[config.mk]
export PLATFORM = sky130hd
export DESIGN_NAME = pwm_ramp_scheduler
export DESIGN_NICKNAME = d
export VERILOG_FILES = /design/src/rtl/pwm_ramp_scheduler.sv
export SDC_FILE = /design/constraint.sdc
export NUM_CORES = 1
export LEC_CHECK = 0
export ABC_AREA = 1
export BUFFER_PORTS_ARGS = -buffer_cell sky130_fd_sc_hd__buf_2
export CAP_MARGIN = 10
export CORE_AREA = 2 2 97 99
export CTS_BUF_LIST = sky130_fd_sc_hd__clkbuf_8
export CTS_CLUSTER_DIAMETER = 30
export DETAILED_ROUTE_END_ITERATION = 8
export DIE_AREA = 0 0 99 101
export MAX_ROUTING_LAYER = met4
export PLACE_DENSITY_LB_ADDON = 0.08
export SLEW_MARGIN = 20
export SYNTH_ARGS = -nofsm -noshare
export SYNTH_HDL_FRONTEND = slang
export SYNTH_SLANG_ARGS = --single-unit
[constraint.sdc]
create_clock -name clk -period 6.6 [get_ports clk]
set_input_delay 0.66 -clock clk [delete_from_list [all_inputs] [get_ports clk]]
set_output_delay 0.66 -clock clk [all_outputs]
set_load 0.01 [all_outputs]
[src/rtl/pwm_ramp_scheduler.sv]
// Soft-start/soft-stop duty sequencer for a PWM core: ramps the applied duty toward an accepted
// target one step every (div+1) PWM periods, with a level-sensitive emergency stop.
module pwm_ramp_scheduler #(
  parameter int unsigned WIDTH     = 8,
  parameter int unsigned DIV_WIDTH = 4
) (
  input  logic                 clk,
  input  logic                 rst,
  input  logic                 enable,
  input  logic [WIDTH-1:0]     tgt_duty,
  input  logic [WIDTH-1:0]     step,
  input  logic [DIV_WIDTH-1:0] div,
  input  logic                 tgt_valid,
  output logic                 tgt_ready,
  input  logic                 period_end,
  input  logic                 estop,
  output logic [WIDTH-1:0]     duty_out,
  output logic                 duty_load,
  output logic                 busy,
  output logic                 done,
  output logic [1:0]           state
);

  typedef enum logic [1:0] {
    StIdle     = 2'd0,
    StRampUp   = 2'd1,
    StRampDown = 2'd2,
    StEstop    = 2'd3
  } state_e;

  state_e               state_q;
  logic [WIDTH-1:0]     duty_q;
  logic [WIDTH-1:0]     tgt_q;
  logic [WIDTH-1:0]     step_q;
  logic [DIV_WIDTH-1:0] div_q;
  logic [DIV_WIDTH-1:0] cnt_q;
  logic                 load_q;
  logic                 done_q;
  logic                 busy_q;

  logic                 accept;
  logic [WIDTH-1:0]     step_eff;
  logic [WIDTH:0]       up_sum;
  logic                 up_hit;
  logic [WIDTH-1:0]     down_gap;
  logic                 down_hit;

  assign tgt_ready = (state_q == StIdle) & enable & ~estop;
  assign accept    = tgt_valid & tgt_ready;
  assign step_eff  = (step == '0) ? WIDTH'(1) : step;

  // Extra sum bit keeps the up-step from wrapping past full scale.
  assign up_sum   = {1'b0, duty_q} + {1'b0, step_q};
  assign up_hit   = up_sum >= {1'b0, tgt_q};
  // Only meaningful in StRampDown, where duty_q > tgt_q always holds.
  assign down_gap = duty_q - tgt_q;
  assign down_hit = down_gap <= step_q;

  always_ff @(posedge clk or posedge rst) begin
    if (rst) begin
      state_q <= StIdle;
      duty_q  <= '0;
      tgt_q   <= '0;
      step_q  <= '0;
      div_q   <= '0;
      cnt_q   <= '0;
      load_q  <= 1'b0;
      done_q  <= 1'b0;
      busy_q  <= 1'b0;
    end else begin
      load_q <= 1'b0;
      done_q <= 1'b0;
      if (estop) begin
        // Load strobe only on entry; duty is already zero while the stop is held.
        load_q  <= (state_q != StEstop);
        duty_q  <= '0;
        cnt_q   <= '0;
        state_q <= StEstop;
        busy_q  <= 1'b1;
      end else if (state_q == StEstop) begin
        state_q <= StIdle;
        busy_q  <= 1'b0;
      end else if (enable) begin
        unique case (state_q)
          StIdle: begin
            if (accept) begin
              tgt_q  <= tgt_duty;
              step_q <= step_eff;
              div_q  <= div;
              cnt_q  <= '0;
              if (tgt_duty > duty_q) begin
                state_q <= StRampUp;
                busy_q  <= 1'b1;
              end else if (tgt_duty < duty_q) begin
                state_q <= StRampDown;
                busy_q  <= 1'b1;
              end else begin
                done_q <= 1'b1;
              end
            end
          end
          StRampUp, StRampDown: begin
            if (period_end) begin
              if (cnt_q == div_q) begin
                cnt_q  <= '0;
                load_q <= 1'b1;
                if ((state_q == StRampUp) ? up_hit : down_hit) begin
                  duty_q  <= tgt_q;
                  state_q <= StIdle;
                  busy_q  <= 1'b0;
                  done_q  <= 1'b1;
                end else if (state_q == StRampUp) begin
                  duty_q <= up_sum[WIDTH-1:0];
                end else begin
                  duty_q <= duty_q - step_q;
                end
              end else begin
                cnt_q <= cnt_q + DIV_WIDTH'(1);
              end
            end
          end
          default: ;
        endcase
      end
    end
  end

  assign duty_out  = duty_q;
  assign duty_load = load_q;
  assign busy      = busy_q;
  assign done      = done_q;
  assign state     = state_q;

endmodule

==> impl_metrics.tcl, run 1 <==
set metrics [dict create \
    status "finished, final reports clean" \
    cts_made_buffers 5 \
    r2r_start "duty_out[1]" \
    synth-seq-cells 37 \
    core-area_sq_um 8977 \
    p_total_uw 1871 \
    layout_min_cycle_time_ns 3.191 \
    initial_core_util 0.3895 \
    max_slew_margin 0.4412 \
    drtIter0Drc 130 \
    cp_common_cell "nand2_1" \
    multiInputGateArea_sq_um 2256 \
    syn_area_sq_um 3497 \
    clock_skew_ns 0.009614 \
    grt_pass1_vias 3156 \
    slew_viol_final 0 \
    power.switching_uw 987.1 \
    overflow 0 \
    regToRegSetupSlack_ns 3.41 \
    critPathMaxFanout 12 \
    pwr-share-seq 0.207 \
    crit_path_end "duty_out[5]" \
    clk_path_buf_depth 2 \
    arrival_ns 3.37 \
    cp_slowest_stage_delay_ns 0.55 \
    worstSetupPathDepth 17 \
    routedWlPerCell_um 15.22 \
    setup_viol 0 \
    crit_buf_inv 2 \
    finalWeightedCongestion 0.8352 \
    yosysUniqueCellTypes 36 \
    grt_first_pass_wirelength_um 15790 \
    intPower_uw 884.2 \
    worstPathCellList "inv_1 -> fa_1 -> o21ai_0 -> nand2_1 -> nand2_1 -> a21oi_1 -> xnor2_1 -> ha_1 -> nand2_1 -> nor2_1 -> a31oi_1 -> nand2_1 -> nand2_2 -> inv_2 -> nand2_1 -> nand3_1 -> nand2_1" \
    regToRegEndpoint "duty_out[5]" \
    reg2reg_depth 17 \
    crit_slowest_cell "dfrtp_1" \
    ir_worst_vdd_v 0.0001599 \
    grt.total_usage 0.2077 \
    worstSkewPairLatency_ns 0.29 \
    htree_levels 2 \
    place.port_buffers 39 \
    startpoint "duty_out[1]" \
    pre_cts_slack_ns 3.461 \
    rows 35 \
    drt-pass1-iter-count 5 \
    drive_above_1_share 0.1469 \
    syn_nets 564 \
    cts_hold_buf 0 \
    ff_latch_area_sq_um 925.9 \
    yosysSeqAreaShare 0.2648 \
    die_area_sq_um 9999 \
    clkPwrFrac 0.113 \
    antenna_left 0 \
    cts_root_buffer "clkbuf_8" \
    power_density_nw_per_um2 478.2 \
    drv_cap 0 \
    crit_path_end_kind "flop" \
    cts_tree "yes" \
    yosys_warnings 0 \
    routed_wl_um 9667 \
    nFillCells 950 \
    die_w_um 99 \
    cts_sinks 37 \
    final_cells 635 \
    hold_class "input pin to async pin" \
    path_clk_slew_ns 0.08 \
    path_class "flop to flop" \
    hpwl_um 7864 \
    hold_ws_ns 0.4709 \
    place_inst 627 \
    finalCritPeriodShare 0.4834 \
    grt_antenna_before_repair 0 \
    cp_top_family "simple AND/OR/NAND/NOR gates" \
    syn_avg_cell_area_sq_um 7.225 \
    vias 3237 \
    setup_ws_ns 3.409 \
    grt_max_degree 38 \
    start_kind "flop" \
    synthCells 484 \
    fmax_mhz 313.4 \
    antenna_cells 0 \
    die_h_um 101 \
    crit_required_ns 6.78 \
    cts_setup_buffers 0 \
    comb_power_share 0.680 \
    cts_resized 0 \
    rsz0062_at_grt "no" \
    swShare 0.5275 \
    synthToLayoutAreaGrowth_pct 11.91 \
    timing.setup.tns_ns 0 \
    ios 40 \
    fin_nets 603 \
    max_slew.worst_pin.slew_ns 0.8362 \
    viasPerCell 5.098 \
    hold_violations 0 \
    route.detailed.drc 0 \
    p_leak_uw 0.002127 \
]
==> cell usage after synthesis <==
cell type,number,area [sq um]
dfrtp_1,37,925.9
nor2_2,3,18.77
nor4_2,1,12.51
a211oi_1,1,7.510
buf_2,6,30.03
nor3_1,4,20.02
o22ai_1,1,6.260
o21a_1,2,15.01
nand4_1,13,81.33
nor2_4,3,33.78
o2111ai_4,1,26.28
a31oi_1,3,18.77
clkbuf_1,1,3.750
or2_4,1,8.760
o21bai_1,1,7.510
o21ai_0,7,35.03
nor2_1,24,90.09
nand2_1,130,488.0
clkinv_1,1,3.750
a21o_1,2,15.01
fa_1,3,60.06
nor3_2,1,10.01
o211ai_1,1,7.510
or2_1,2,12.51
a21oi_1,21,105.1
nand2_2,4,25.02
o21ai_1,24,120.1
ha_1,51,638.1
a21oi_2,1,8.760
buf_6,1,11.26
inv_2,12,45.04
inv_1,59,221.5
xor2_1,9,78.83
xnor2_1,8,70.07
nand3_2,2,20.02
nand3_1,43,215.2
==> tightest hold or removal path: stages <==
cell and delay (ns):
buf_2 0.09, inv_1 0.04, buf_4 0.42
==> through the flow <==
stage	cell area (sq um)	util
after floorplan	3497	-
after detailed placement	3794	0.4226
after global placement	3794	0.4226
final	3914	0.4360
after CTS	3914	0.4360
after global routing	3914	0.4360
==> power by group through the flow <==
stage | clock (uW) | sequential, uW | combinational (uW)
6_report | 211 | 387 | 1270
4_1_cts | 215 | 388 | 1280
5_1_grt | 227 | 401 | 1450
3_3_place_gp | 0 | 392 | 1260
2_1_floorplan | 0 | 377 | 969
3_5_place_dp | 0 | 393 | 1270
==> metal layers <==
metal,global-route usage,vias up,wire (um),part of all wire
met5,-,-,0,0
met4,0.05901,0,218,0.023
met3,0.02635,17,324,0.034
met2,0.3581,74,4755,0.49
met1,0.2561,1482,4369,0.45
li1,-,1664,-,-
==> kinds of logic after synthesis <==
group | Yosys count | share of synthesized area
simple gates | 231 | 0.2962
buf+inv | 80 | 0.09016
compound gates | 65 | 0.1066
fa+ha+maj | 54 | 0.1996
flops | 37 | 0.2648
xor+xnor | 17 | 0.04258
==> registers in the layout, summed over array words and instances (netlist names) <==
register and count:
tgt_q 8, busy 1, div_q 4, done 1, duty_load 1, step_q 8
cnt_q 4, duty_out 8, state 2
==> cell type report <==
type                       instances  share of cell area
tap                              111             0.03549
timing repair buffer              40             0.05179
inverter                          72             0.06905
multi-input combinational        367              0.5764
clock buffer                       6             0.02110
sequential                        37              0.2366
clock inverter                     2            0.009591
==> layout by cell type (no fill, tap or decap), types with 4 or more instances in the layout <==
master and instances:
nand2_1 130, inv_1 59, ha_1 51, nand3_1 43, buf_2 39, dfrtp_1 37, o21ai_1 24, nor2_1 24
a21oi_1 21, nand4_1 13, inv_2 12, xor2_1 9, xnor2_1 8, o21ai_0 7, clkbuf_8 6, nand2_2 4
nor3_1 4
==> worst min-delay path by stage <==
stage / start / to
6_report: rst / cnt_q[1]
3_3_place_gp: busy / busy
2_1_floorplan: div_q[0] / div_q[0]
3_5_place_dp: busy / busy
5_1_grt: rst / div_q[1]
4_1_cts: busy / busy
Note: power is estimated with default switching activity, not from simulation.
==> run 2: changes to the inputs <==
- clock period: 6.6 -> 2.6 ns (I/O delays scaled with it)
==> run 2 against run 1 <==
Net effect:
- the run now ends with negative setup slack left
- critical path depth decreased by 2
- power increased to 3.4 times the previous value
- clock-buffer cell count decreased by 1
- cell area increased by 21%
- sequential share of layout area decreased by 4.0 points
- routed wire length increased by 12%
- flip-flop and latch count unchanged
- die area unchanged
==> impl_metrics.tcl, run 2 (same netlist as run 1, synthesis figures left out) <==
set metrics [dict create \
    synthToLayoutAreaGrowth_pct 35.06 \
    finalCritPeriodShare 1.074 \
    arrival_ns 3.04 \
    hpwl_um 8481 \
    cts_tree "yes" \
    layout_common_cells "120 x nand2_1, 75 x buf_4, 58 x inv_1, 44 x ha_1, 41 x nand3_1" \
    cts_root_buffer "clkbuf_8" \
    top_usage_layer "met2" \
    use_met2 0.4054 \
    path_class "flop to flop" \
    core-area_sq_um 8977 \
    critPathMaxFanout 5 \
    htree_levels 2 \
    fmax_mhz 358.1 \
    path_clk_slew_ns 0.09 \
    grt_pass1_vias 3660 \
    grt_max_degree 38 \
    violations "negative setup slack" \
    overflow 0 \
    drive_above_1_share 0.3156 \
    setup_ws_ns -0.1923 \
    vias 3596 \
    crit_required_ns 2.84 \
    start_kind "flop" \
    ir_worst_vdd_v 0.0005289 \
    use_met3 0.02219 \
    place.port_buffers 39 \
    initial_core_util 0.3895 \
    cts_made_buffers 5 \
    drv_cap 0 \
    antenna_left 0 \
    met1_usage 0.2854 \
    routed_wl_um 10790 \
    grt_antenna_before_repair 0 \
    cts_sinks 37 \
    rows 35 \
    drt-pass1-iter-count 4 \
    hold_class "input pin to async pin" \
    final_cell_area_sq_um 4723 \
    clock_skew_ns 0.007912 \
    final_common_cell "nand2_1" \
    worstSkewPairLatency_ns 0.30 \
    power_density_nw_per_um2 1338 \
    ios 40 \
    slew_viol_final 0 \
    die_h_um 101 \
    routedWlPerCell_um 15.13 \
    fin_nets 681 \
    clk_path_buf_depth 2 \
    drtIter0Drc 131 \
    grt.total_usage 0.2346 \
    fin_util 0.5261 \
    place_area_sq_um 4319 \
    route.detailed.drc 0 \
    setup_viol 12 \
    crit_path_end_kind "flop" \
    hold_violations 0 \
    layout_min_cycle_time_ns 2.792 \
    grt_first_pass_wirelength_um 17820 \
    max_slew.worst_pin.slew_ns 0.5688 \
    cts_hold_buf 0 \
    antenna_cells 0 \
    finalWeightedCongestion 0.9459 \
    p_leak_uw 0.002541 \
    die_w_um 99 \
    rsz0062_at_grt "yes" \
    viasPerCell 5.043 \
    status "complete, but fails checks" \
    max_slew_margin 0.6199 \
    die_area_sq_um 9999 \
]
## run 2: cell types whose count changed in the layout (fill, tap and decap cells not counted), sizes merged
cell / change
buf: +77
clkbuf: -1
clkinv: +1
nand2: +1
## run 2: worst max-delay path: stages, from the launching register on
cell,delay [ns]
dfrtp_2,0.46
ha_4,0.18
fa_2,0.37
nand4_1,0.18
nand4_1,0.19
nand2_2,0.14
ha_4,0.22
a21o_1,0.17
a21oi_2,0.10
nand2_1,0.07
nand2_2,0.07
nand3_4,0.13
nand2_8,0.14
buf_6,0.10
nand4_1,0.10
nand3_1,0.10
## run 2: final timing paths
check                            startpoint  cells after the start     endpoint  slack (ns)
worst max-delay path            duty_out[0]                     15  duty_out[3]       -0.19
worst min-delay path                    rst                      3     cnt_q[2]        0.07
worst max register to register  duty_out[0]                     15  duty_out[3]       -0.19
worst min register to register         busy                      2         busy        0.51
max in group asynchronous               rst                      3  duty_out[1]        2.13
min in group clk                     div[3]                      3     div_q[3]        0.15
## run 2: per-layer routing
metal	wire length, um	vias up
met3	311	19
met2	5320	75
met4	342	0
met5	0	-
met1	4813	1681
li1	-	1821
## run 2: final cells by class
class	count	area (sq um)
fill	911	4254
multi-input combinational	368	2474
sequential	37	929.6
timing repair buffer	117	792.0
inverter	72	274.0
tap	111	138.9
clock buffer	5	68.82
clock inverter	3	46.29
## run 2: through the flow
stage	TNS (ns)	std cells	hold WS [ns]	worst slack (ns)	power, uW
global placement	-3.205	695	0.4248	-0.3355	5026
detailed placement	-3.815	695	0.4304	-0.3790	5060
floorplan	0	484	0.3766	0.01819	3432
CTS	-2.391	711	0.09873	-0.2339	5944
global route	-4.073	713	0.1062	-0.3867	6939
finish	-1.838	713	0.07101	-0.1923	6320
## run 2: what timing repair did
| item | CTS | global route |
|---|---|---|
| pin swaps | 14 | 14 |
| endpoints found under the setup margin | 12 | 12 |
| hold endpoints to repair | 0 | 0 |
| resized for setup | 23 | 24 |
| buffers inserted | 7 | 2 |
| cloned | 1 | 0 |
## run 2: power by group
group | switching [uW] | leakage (uW) | internal, uW
combinational | 2680 | 0.00203 | 2150
clock | 245 | 0.0000543 | 288
sequential | 170 | 0.000457 | 783
